<file path="src/rtl/typed_fifo_pkg.sv">
// Shared element types for the typed-parameter FIFO and its tests.
package typed_fifo_pkg;

  typedef logic [7:0] byte_elem_t;

  typedef enum logic [1:0] {
    ST_IDLE,
    ST_A,
    ST_B
  } demo_state_t;

  typedef struct packed {
    demo_state_t st;
    logic [4:0]  tag;
  } demo_rec_t;

endpackage

</file>
<file path="src/rtl/typed_fifo_mem.sv">
// FIFO storage: typed entries, registered write, combinational read, no reset.
module typed_fifo_mem #(
  parameter int unsigned DEPTH  = 4,
  parameter type         ELEM_T = logic [7:0],
  parameter int unsigned AW     = (DEPTH > 1) ? $clog2(DEPTH) : 1
) (
  input  logic          clk,
  input  logic          we,
  input  logic [AW-1:0] waddr,
  input  ELEM_T         wdata,
  input  logic [AW-1:0] raddr,
  output ELEM_T         rdata
);

  ELEM_T mem_q [DEPTH];

  always_ff @(posedge clk) begin
    if (we) begin
      mem_q[waddr] <= wdata;
    end
  end

  assign rdata = mem_q[raddr];

endmodule

</file>
<file path="src/rtl/typed_param_fifo.sv">
// Synchronous valid/ready FIFO with a type-parameterised element, optional
// zero-latency bypass when empty, almost-full flag and sticky overflow.
module typed_param_fifo
  import typed_fifo_pkg::*;
#(
  parameter type          ELEM_T    = byte_elem_t,
  parameter int unsigned  DEPTH     = 4,
  parameter bit           BYPASS    = 1'b0,
  parameter int unsigned  AFULL_LVL = DEPTH - 1,
  localparam int unsigned AW        = (DEPTH > 1) ? $clog2(DEPTH) : 1,
  localparam int unsigned CW        = $clog2(DEPTH + 1)
) (
  input  logic          clk,
  input  logic          rst_n,
  input  logic          in_valid,
  output logic          in_ready,
  input  ELEM_T         in_data,
  output logic          out_valid,
  input  logic          out_ready,
  output ELEM_T         out_data,
  output logic [CW-1:0] count,
  output logic          almost_full,
  output logic          overflow
);

  if (DEPTH < 1) begin : g_bad_depth
    $error("typed_param_fifo: DEPTH must be at least 1");
  end

  logic [AW-1:0] wr_ptr_q, wr_ptr_d;
  logic [AW-1:0] rd_ptr_q, rd_ptr_d;
  logic [CW-1:0] count_q, count_d;
  logic          overflow_q, overflow_d;
  logic          empty, full, push, pop, pass, we, re;
  ELEM_T         rdata;

  function automatic logic [AW-1:0] ptr_inc(input logic [AW-1:0] p);
    return (p == AW'(DEPTH - 1)) ? '0 : p + AW'(1);
  endfunction

  assign empty    = (count_q == '0);
  assign full     = (count_q == CW'(DEPTH));
  assign in_ready = ~full;

  // Bypass pass-through: element goes straight out and never touches storage.
  assign pass = BYPASS && empty && in_valid && out_ready;
  assign push = in_valid && in_ready;
  assign pop  = out_valid && out_ready;
  assign we   = push && !pass;
  assign re   = pop && !pass;

  // The '0 load also rejects unpacked or dynamic ELEM_T at elaboration.
  always_comb begin
    out_valid = ~empty;
    out_data  = '0;
    if (BYPASS && empty) begin
      out_valid = in_valid;
      out_data  = in_data;
    end else if (!empty) begin
      out_data = rdata;
    end
  end

  always_comb begin
    wr_ptr_d   = we ? ptr_inc(wr_ptr_q) : wr_ptr_q;
    rd_ptr_d   = re ? ptr_inc(rd_ptr_q) : rd_ptr_q;
    overflow_d = overflow_q | (in_valid & ~in_ready);
    case ({we, re})
      2'b10:   count_d = count_q + CW'(1);
      2'b01:   count_d = count_q - CW'(1);
      default: count_d = count_q;
    endcase
  end

  always_ff @(posedge clk or negedge rst_n) begin
    if (!rst_n) begin
      wr_ptr_q   <= '0;
      rd_ptr_q   <= '0;
      count_q    <= '0;
      overflow_q <= 1'b0;
    end else begin
      wr_ptr_q   <= wr_ptr_d;
      rd_ptr_q   <= rd_ptr_d;
      count_q    <= count_d;
      overflow_q <= overflow_d;
    end
  end

  assign count       = count_q;
  assign almost_full = (32'(count_q) >= AFULL_LVL);
  // Includes the current stall so the flag is visible in the first stalled cycle.
  assign overflow    = overflow_d;

  typed_fifo_mem #(
    .DEPTH (DEPTH),
    .ELEM_T(ELEM_T),
    .AW    (AW)
  ) u_mem (
    .clk  (clk),
    .we   (we),
    .waddr(wr_ptr_q),
    .wdata(in_data),
    .raddr(rd_ptr_q),
    .rdata(rdata)
  );

endmodule

</file>
<file path="config.mk">
export PLATFORM = sky130hd
export DESIGN_NAME = typed_param_fifo
export DESIGN_NICKNAME = d
export VERILOG_FILES = /design/src/rtl/typed_fifo_pkg.sv /design/src/rtl/typed_fifo_mem.sv /design/src/rtl/typed_param_fifo.sv
export SDC_FILE = /design/constraint.sdc
export NUM_CORES = 1
export LEC_CHECK = 0
export ABC_AREA = 1
export CAP_MARGIN = 20
export CORE_MARGIN = 1
export CORE_UTILIZATION = 58
export CTS_CLUSTER_DIAMETER = 80
export DETAILED_ROUTE_END_ITERATION = 8
export GPL_ROUTABILITY_DRIVEN = 1
export PLACE_DENSITY = 0.92
export SLEW_MARGIN = 40
export SYNTH_ARGS = -nofsm -noshare
export SYNTH_HDL_FRONTEND = slang
export SYNTH_HIERARCHICAL = 1
export SYNTH_SLANG_ARGS = --single-unit
</file>
<file path="constraint.sdc">
create_clock -name clk -period 2.6 [get_ports clk]
set_input_delay 0.65 -clock clk [delete_from_list [all_inputs] [get_ports clk]]
set_output_delay 0.65 -clock clk [all_outputs]
set_load 0.02 [all_outputs]
</file>
==> reports/qor.txt, run 1 <==
Outcome = finished clean
Tot Pwr = 2.71 mW
Total Routed Length = 3.44 mm
Largest net degree at the start of global routing = 17
Hold Crit Depth = 1
Dpl ws = -26.6 ps
Layout cell share with drive strength beyond 1 = 10.8%
H-tree Lvls = 2
Maxcap violations = 0
Sink Count = 40
Non-Filler Instances = 284
Critical Path Source Type = flop
GRT Util Overall = 23.1%
Final ANT Viol Nets = 0
Mux share of post-synthesis cell area = 0%
Initial antenna violation count = 0
1st-pass router iterations = 6
Clock slew seen by the registers of the worst setup and hold paths = 120 ps
Top cells by count, synth = inv_1, nand2_1, edfxtp_1
Adder-Cell Fraction of Synth Area = 3.01%
Synth Area in Simple Gates = 21.9%
Syn_area_per_cell = 9.51 um2
Compound-Gate Fraction of Synth Area = 0.917%
CTS Hold Bufs = 0
Number of synthesized flops with an enable pin = 32
HP Start = overflow_q$_DFF_PN0_
VDD IR max = 0.000835 V
Post-synth top area share = 50.3%
Warnings, synthesis = 6
Clock Path Buffers = 2
Main combinational cell family by area after synthesis = simple AND/OR/NAND/NOR gates
Global-route wire length before repair = 5.68 mm
Initial DRC Count = 95
Fraction of registers with async set/reset = 20.0%
Largest fanout on the critical path = 13
Worst r2r src = count[2]$_DFFE_PN0P_
Diode count = 0
Reg2reg setup slack = 780 ps
Slew @ Worst Pin = 373 ps
Final hold vios = 0
Num CTS Buffers = 5
Fmax = 0.421 GHz
#FFs+latches synth = 40
Setup TNS Final = 0 ps
Critical path type = reg -> out
Vias in the first global route = 1314
Cells after DPL = 276
Starting density of the core = 62.1%
Slew headroom = 75.1%
CP required = 1950 ps
Nets@finish = 255
Die area = 0.00353 mm2
CP Data Arrival Time = 1730 ps
Std cell rows = 20
Chip width = 59.4 um
Final Slew Violations = 0
Pwr per Cell Area = 1160 mW/mm2
Vias/cell = 4.80
Total leakage power = 1.17 nW
Crit Reg-Reg Endpoint = count[2]$_DFFE_PN0P_
Post-Syn Nets = 217
Tmin final = 2380 ps
Gate Count Post-Synth = 201
Global route overflow = 0
Worst-skew pair later-pin latency = 360 ps
Crit share post-route = 91.4%
PortBufs = 26
Area leader, netlist = edfxtp_1
Ports = 27
# DRC = 0
Final setup vio count = 0
FF-to-FF path depth = 11
Final Hold Slack = 498 ps
Area grow syn2layout = 22.3%
XOR/XNOR Fraction of Synth Area = 0.458%
Hold crit path type = reg -> reg
Gpl congestion = 0.797
Most area-consuming cells after synthesis = edfxtp_1, dfrtp_1, inv_1, nand2_1, nand3_1
RSZ-0062 raised after global routing = no
Core area = 0.00308 mm2
Netlist cell types = 20
Mapped cell area = 0.00191 mm2
Crit end category = output port
End of the worst hold path = overflow_q$_DFF_PN0_
Via count = 1362
Estimated wirelength of the detail-placed design = 2.46 mm
Synth Flop Type = edfxtp_1
CTS tree = built
Final worst setup slack = 223 ps
Sequential share of the synthesized area = 60.8%
WL per Instance = 12.1 um
Skew final = 9.53 ps
Die Y = 59.4 um
Root buffer cell = clkbuf_4
## through the flow
stage | util [%] | instance area (um2)
2_1_floorplan | - | 1910
3_3_place_gp | 73.4 | 2260
3_5_place_dp | 73.4 | 2260
4_1_cts | 75.7 | 2330
5_1_grt | 75.9 | 2340
6_report | 75.9 | 2340
## sequential cells by signal (all words and copies together) (netlist names)
name and count:
count 3, rd_ptr_q 2, u_mem/mem_q 32, overflow_q 1
wr_ptr_q 2
## placed cells by master, fill, tap and decap left out, types with 3 or more instances in the layout
master,count
dfrtp_1,7
clkbuf_4,5
buf_4,9
clkdlybuf4s50_1,17
nand2_4,3
nor3_1,4
ha_1,3
nand2_1,53
inv_1,52
edfxtp_1,32
dlygate4sd2_1,7
nand3_1,21
nor2_1,10
## logic make-up (layout without fill, tap and decap cells)
kind of cell    Yosys count  in the layout
simple gates             94             94
buf+inv                  59             98
flops                    40             40
fa+ha+maj                 4              4
compound gates            3              3
xor+xnor                  1              1
## worst max-delay path by stage
stage,cells after the start,start,slack [ps],endpoint
6_report,7,rd_ptr_q[0]$_DFFE_PN0P_,220,out_data[3]
5_1_grt,7,rd_ptr_q[0]$_DFFE_PN0P_,70,out_data[3]
4_1_cts,7,rd_ptr_q[0]$_DFFE_PN0P_,20,out_data[4]
3_5_place_dp,4,in_valid,-30,overflow
3_3_place_gp,4,in_valid,20,overflow
2_1_floorplan,6,count[0]$_DFFE_PN0P_,720,u_mem/mem_q[0][0]$_DFFE_PP_
## timing repair
action,4_1_cts,5_1_grt
resized for setup,9,2
buffers inserted,0,0
setup endpoints to repair,9,2
## power by group
part / switching (mW) / internal, mW
Clock: 0.206 / 0.200
Combinational: 0.810 / 0.525
Sequential: 0.108 / 0.861
## cell type report
cell class / count / area (um2)
flip-flops and latches: 40 / 1160
fillers: 213 / 742
multi-input cells: 102 / 503
repair buffers: 35 / 324
inverters: 55 / 211
well taps: 44 / 55.1
clock inverters: 3 / 42.5
clock buffers: 5 / 37.5
## worst max-delay path, cell delays in order (launching register included)
cell and delay, ps:
dfrtp_2 490, buf_4 210, nand2_1 80, nand3_1 70, nand2_1 70, inv_1 30
nor2_1 90, dlygate4sd2_1 340
## layer usage
layer  share of wire, %  up-vias  global-route usage, %
met4                2.4        0                   13.9
met3                3.8        9                   4.59
met1                 41      631                   25.8
li1                   -      691                      -
met5                  0        -                      0
met2                 53       31                   40.4
Power figures use the tool's default switching activity.
==> inputs of run 2 (changes only) <==
--- a/config.mk
+++ b/config.mk
@@ -6,7 +6,7 @@
 export NUM_CORES = 1
 export LEC_CHECK = 0
 export ABC_AREA = 1
-export CAP_MARGIN = 20
+export CAP_MARGIN = 25
 export CORE_MARGIN = 1
 export CORE_UTILIZATION = 58
 export CTS_CLUSTER_DIAMETER = 80
==> results of run 2 <==
No change in the layout: final DEF, timing and power equal those of run 1.
